File: config.mk
export PLATFORM = sky130hd
export DESIGN_NAME = parity_checker_serial
export DESIGN_NICKNAME = d
export VERILOG_FILES = /design/src/rtl/parity_checker_serial.sv
export SDC_FILE = /design/constraint.sdc
export NUM_CORES = 1
export LEC_CHECK = 0
export ABC_AREA = 1
export ABC_CLOCK_PERIOD_IN_PS = 3100
export CAP_MARGIN = 20
export CORE_AREA = 2 2 54 56
export CTS_CLUSTER_DIAMETER = 200
export CTS_CLUSTER_SIZE = 20
export DETAILED_ROUTE_END_ITERATION = 7
export DIE_AREA = 0 0 56 58
export PLACE_DENSITY_LB_ADDON = 0.1
export SLEW_MARGIN = 20
export SYNTH_ARGS = -nofsm -noshare
export SYNTH_HDL_FRONTEND = slang
export SYNTH_SLANG_ARGS = --single-unit
File: constraint.sdc
create_clock -name clk -period 3.1 [get_ports clk]
set_input_delay 0.775 -clock clk [delete_from_list [all_inputs] [get_ports clk]]
set_output_delay 0.775 -clock clk [all_outputs]
set_load 0.01 [all_outputs]
File: src/rtl/parity_checker_serial.sv
// Serial frame receiver: DATA_W data bits LSB-first, then one parity bit, checked against
// an even/odd scheme latched at frame start. Optional error counter: PARITY_CHECKER_ERR_CNT_EN.
module parity_checker_serial #(
  parameter int unsigned DATA_W = 8
) (
  input  logic              clk,
  input  logic              rst_n,
  input  logic              start,
  input  logic              bit_in,
  input  logic              bit_valid,
  input  logic              odd_mode,
`ifdef PARITY_CHECKER_ERR_CNT_EN
  input  logic              err_clr,
  output logic [7:0]        err_count,
`endif
  output logic [DATA_W-1:0] data_out,
  output logic              data_valid,
  output logic              parity_err,
  output logic              busy
);

  localparam int unsigned CntW = $clog2(DATA_W + 1);

  typedef enum logic [1:0] {
    StIdle,
    StData,
    StPar
  } state_e;

  state_e            state_q;
  logic [CntW-1:0]   cnt_q;
  logic [DATA_W-1:0] shift_q;
  logic              odd_q;
  logic              frame_err;
  logic              par_accept;

  // Error when the received parity bit differs from XOR(data) folded with the scheme bit.
  assign frame_err  = bit_in ^ (^shift_q) ^ odd_q;
  assign par_accept = (state_q == StPar) && bit_valid;
  assign busy       = (state_q != StIdle);

  always_ff @(posedge clk or negedge rst_n) begin
    if (!rst_n) begin
      state_q    <= StIdle;
      cnt_q      <= '0;
      shift_q    <= '0;
      odd_q      <= 1'b0;
      data_out   <= '0;
      data_valid <= 1'b0;
      parity_err <= 1'b0;
    end else begin
      data_valid <= 1'b0;
      case (state_q)
        StIdle: begin
          if (start) begin
            state_q <= StData;
            cnt_q   <= '0;
            odd_q   <= odd_mode;
          end
        end
        StData: begin
          if (bit_valid) begin
            shift_q <= {bit_in, shift_q[DATA_W-1:1]};
            if (cnt_q == CntW'(DATA_W - 1)) begin
              state_q <= StPar;
            end else begin
              cnt_q <= cnt_q + CntW'(1);
            end
          end
        end
        StPar: begin
          if (bit_valid) begin
            data_out   <= shift_q;
            parity_err <= frame_err;
            data_valid <= 1'b1;
            state_q    <= StIdle;
          end
        end
        default: state_q <= StIdle;
      endcase
    end
  end

`ifdef PARITY_CHECKER_ERR_CNT_EN
  // Clear takes priority over a coincident increment; count saturates at 255.
  always_ff @(posedge clk or negedge rst_n) begin
    if (!rst_n) begin
      err_count <= 8'd0;
    end else if (err_clr) begin
      err_count <= 8'd0;
    end else if (par_accept && frame_err && (err_count != 8'hFF)) begin
      err_count <= err_count + 8'd1;
    end
  end
`endif

endmodule

==> results by group <==
Run status
  • Status: complete, no violations

Layout
  • Diode count: 0
  • Share of cells above drive strength 1: 13.4%
  • Final Util: 53.9%
  • Area grow syn2layout: 17.9%
  • Final Cell Area: between 1000 and 1500 sq um
  • Nets: 165

Job
  • Max Cap Viol: 0

Synth
  • Syn Area/Cell: 8.83 sq um
  • Largest family of logic cells by synthesized area: simple AND/OR/NAND/NOR gates
  • Synth Area in Simple Gates: 22.0%
  • Post-synthesis xor/xnor area fraction: under 10%
  • Post-synthesis compound-gate area fraction: 13.1%
  • Mux share of post-synthesis cell area: 0.924%
  • Post-synthesis sequential area ratio: 51.3%
  • Syn_nets: 145
  • Synth Area in Adders: 1.03%
  • Yosys cell types: 23
  • Synthesized cell area: around 1200 sq um
  • Syn Inst Count: 138
  • Syn. warnings: 0
  • Seq cells post-synth: 25

GRT
  • Total global routing overflow: 0
  • First-pass GRT wire length: 3800 microns
  • Largest net degree at the start of global routing: 26
  • Gr usage total: ~15%
  • Initial antenna violation count: 0
  • Number of global-route vias before repair: around 840

Clocking
  • Post-CTS Setup Bufs: 0
  • CTS buffer count: 3
  • PostCTS Resize Cnt: 0
  • Longest Clk Path Bufs: 2
  • Skew-Pair Late Insertion Delay: roughly 320 ps
  • CTS Sinks: 25
  • H-tree Lvls: 1
  • CTS clk-pin slew, worst paths: 130 ps
  • Root buffer cell: clkbuf_4
  • CTS tree: built
  • Hold-fix buffers, CTS: 0

Detailed routing
  • Average wire per standard cell: 11.3 microns
  • Routed WL: around 2100 microns
  • Initial drt markers: 39
  • Total number of vias: 897
  • Vias per Instance: approximately 4.8
  • Antenna-violating nets left: 0
  • DRC: 0
  • Pre-antenna DRT Iters: 4

STA
  • Sum Neg Setup Slack: 0 ps
  • Minimum clock period: 2320 ps
  • Post-route setup slack: 775 ps
  • Setup violations, final: 0
  • Relative slew slack: about 80%
  • Final worst-path cycle share: around three quarters
  • Worst Max-Slew Pin Slew: 316 ps
  • Final max-slew violation count: 0
  • Maximum clock rate: 430 MHz
  • Clock Skews: 4.66 ps
  • RSZ-0062 raised after global routing: no
  • Final hold violations: 0

Floorplan
  • DIE WIDTH: between 50 and 60 microns
  • I/O pin cnt: 17
  • Initial Util: 45.8%
  • Core area: 2660 sq um
  • Row Count: 19
  • DIE HEIGHT: 58 microns
  • Die area: 3250 sq um

Worst setup path
  • Worst path arrival time: 1550 ps
  • Crit path kind: reg2out
  • WP buf/inv: 2
  • Startpoint Class: flop
  • Worst path max stage delay: 490 ps
  • CP required: 2320 ps
  • CP Cell Sequence: nor2_1 -> inv_1 -> clkdlybuf4s50_1
  • Delay-heaviest family, CP: buffers and inverters
  • CP max FO: 3
  • CP endpoint kind: primary output
  • CP max stage cell: clkdlybuf4s50_1

Place
  • # port buffers: 16
  • Detail Placement HPWL: 1620 microns
  • Final GP Congestion: 0.823
  • Pre-CTS setup slack: 955 ps
  • Area after DPL: 1410 sq um

Pwr
  • Combinational power share: 49.3%
  • Switching share of power: 41.9%
  • Sequential share of power: between 40% and 50%
  • Max IR drop VDD: 739 uV
  • Clock share of power: 9.7%
  • Pleak: 0.692 nW
  • Int Power: 0.000846 W
  • NetSw: 0.000610 W
  • PD cells: 1010 nW/um^2

Worst hold path
  • Type of the most critical hold path: reg2reg
==> cell usage after synthesis <==
library cell | instances | area share (%)
a21oi_1 | 2 | 0.82
a21oi_4 | 1 | 1.3
a22oi_1 | 1 | 0.62
buf_2 | 1 | 0.41
buf_6 | 1 | 0.92
dfrtp_1 | 25 | 51
ha_1 | 1 | 1.0
inv_1 | 14 | 4.3
inv_2 | 3 | 0.92
mux2_1 | 1 | 0.92
nand2_1 | 47 | 14
nand2_2 | 2 | 1.0
nand3_1 | 6 | 2.5
nand3b_1 | 1 | 0.62
nor2_1 | 4 | 1.2
nor2_4 | 1 | 0.92
nor3_1 | 1 | 0.41
nor3_2 | 1 | 0.82
o2111a_1 | 1 | 0.92
o21ai_1 | 9 | 3.7
o21ai_2 | 8 | 5.7
xnor2_1 | 3 | 2.2
xor2_1 | 4 | 2.9
==> kinds of logic after synthesis <==
family | Yosys count
and+or+nand+nor | 63
DFF | 25
AOI/OAI and AO/OA | 22
buffers and inverters | 19
xor gates and xnor gates | 7
muxes | 1
adders and majority gates | 1
==> sequential cells by signal, summed over array words and instances, names as in the netlist <==
| register | flops |
|---|---|
| state_q | 2 |
| odd_q | 1 |
| data_out | 8 |
| cnt_q | 4 |
| parity_err | 1 |
| shift_q | 8 |
| data_valid | 1 |
==> final timing paths <==
| check | endpoint | depth (start not counted) | from | slack, ps |
|---|---|---|---|---|
| hold / removal | data_out[3] | 2 | data_out[3] | 500 |
| setup reg to reg | cnt_q[2] | 6 | cnt_q[0] | 1760 |
| hold reg to reg | data_out[3] | 2 | data_out[3] | 500 |
| setup / recovery | busy | 3 | state_q[1] | 780 |
| max in group asynchronous | state_q[0] | 2 | rst_n | 2050 |
| min in group asynchronous | shift_q[4] | 2 | rst_n | 810 |
==> through the flow <==
step                      cells  power, W  hold slack (ps)
after floorplan             138   0.00110              470
after global routing        188   0.00160              525
after detailed placement    184   0.00134              474
after global placement      184   0.00131              462
after CTS                   188   0.00148              508
final                       188   0.00146              501
==> power groups by stage <==
stage	combinational (W)	sequential [W]	clock [W]
global placement	0.000706	0.000601	0
floorplan	0.000486	0.000610	0
finish	0.000718	0.000597	0.000141
CTS	0.000731	0.000601	0.000149
global route	0.000815	0.000623	0.000161
detailed placement	0.000729	0.000608	0
==> area by class of cell <==
class	instances	area (sq um)
sequential	25	626
timing repair buffer	17	168
clock inverter	1	5.00
multi-input combinational	94	513
tap	31	38.8
clock buffer	3	22.5
fill	260	1230
inverter	17	63.8
==> worst min-delay path: stages (launching register included) <==
cell and delay (ps):
dfrtp_1 370, nand2_1 70, o21ai_2 50
==> layout by cell type, fill, tap and decap left out, drive strengths merged, types with 2 or more instances in the layout <==
| cell | count |
|---|---|
| nand2 | 49 |
| nand3 | 6 |
| o21ai | 17 |
| inv | 17 |
| clkbuf | 3 |
| dfrtp | 25 |
| a21oi | 3 |
| nor2 | 5 |
| nor3 | 2 |
| clkdlybuf4s50 | 16 |
| xor2 | 4 |
| xnor2 | 3 |
==> metal layers <==
metal	part of all wire, %	track usage (%)
met3	4.7	5.58
met2	47	23.4
met4	0.90	3.06
met5	0	0
met1	48	20.8
Note: power is estimated with default switching activity, not from simulation.
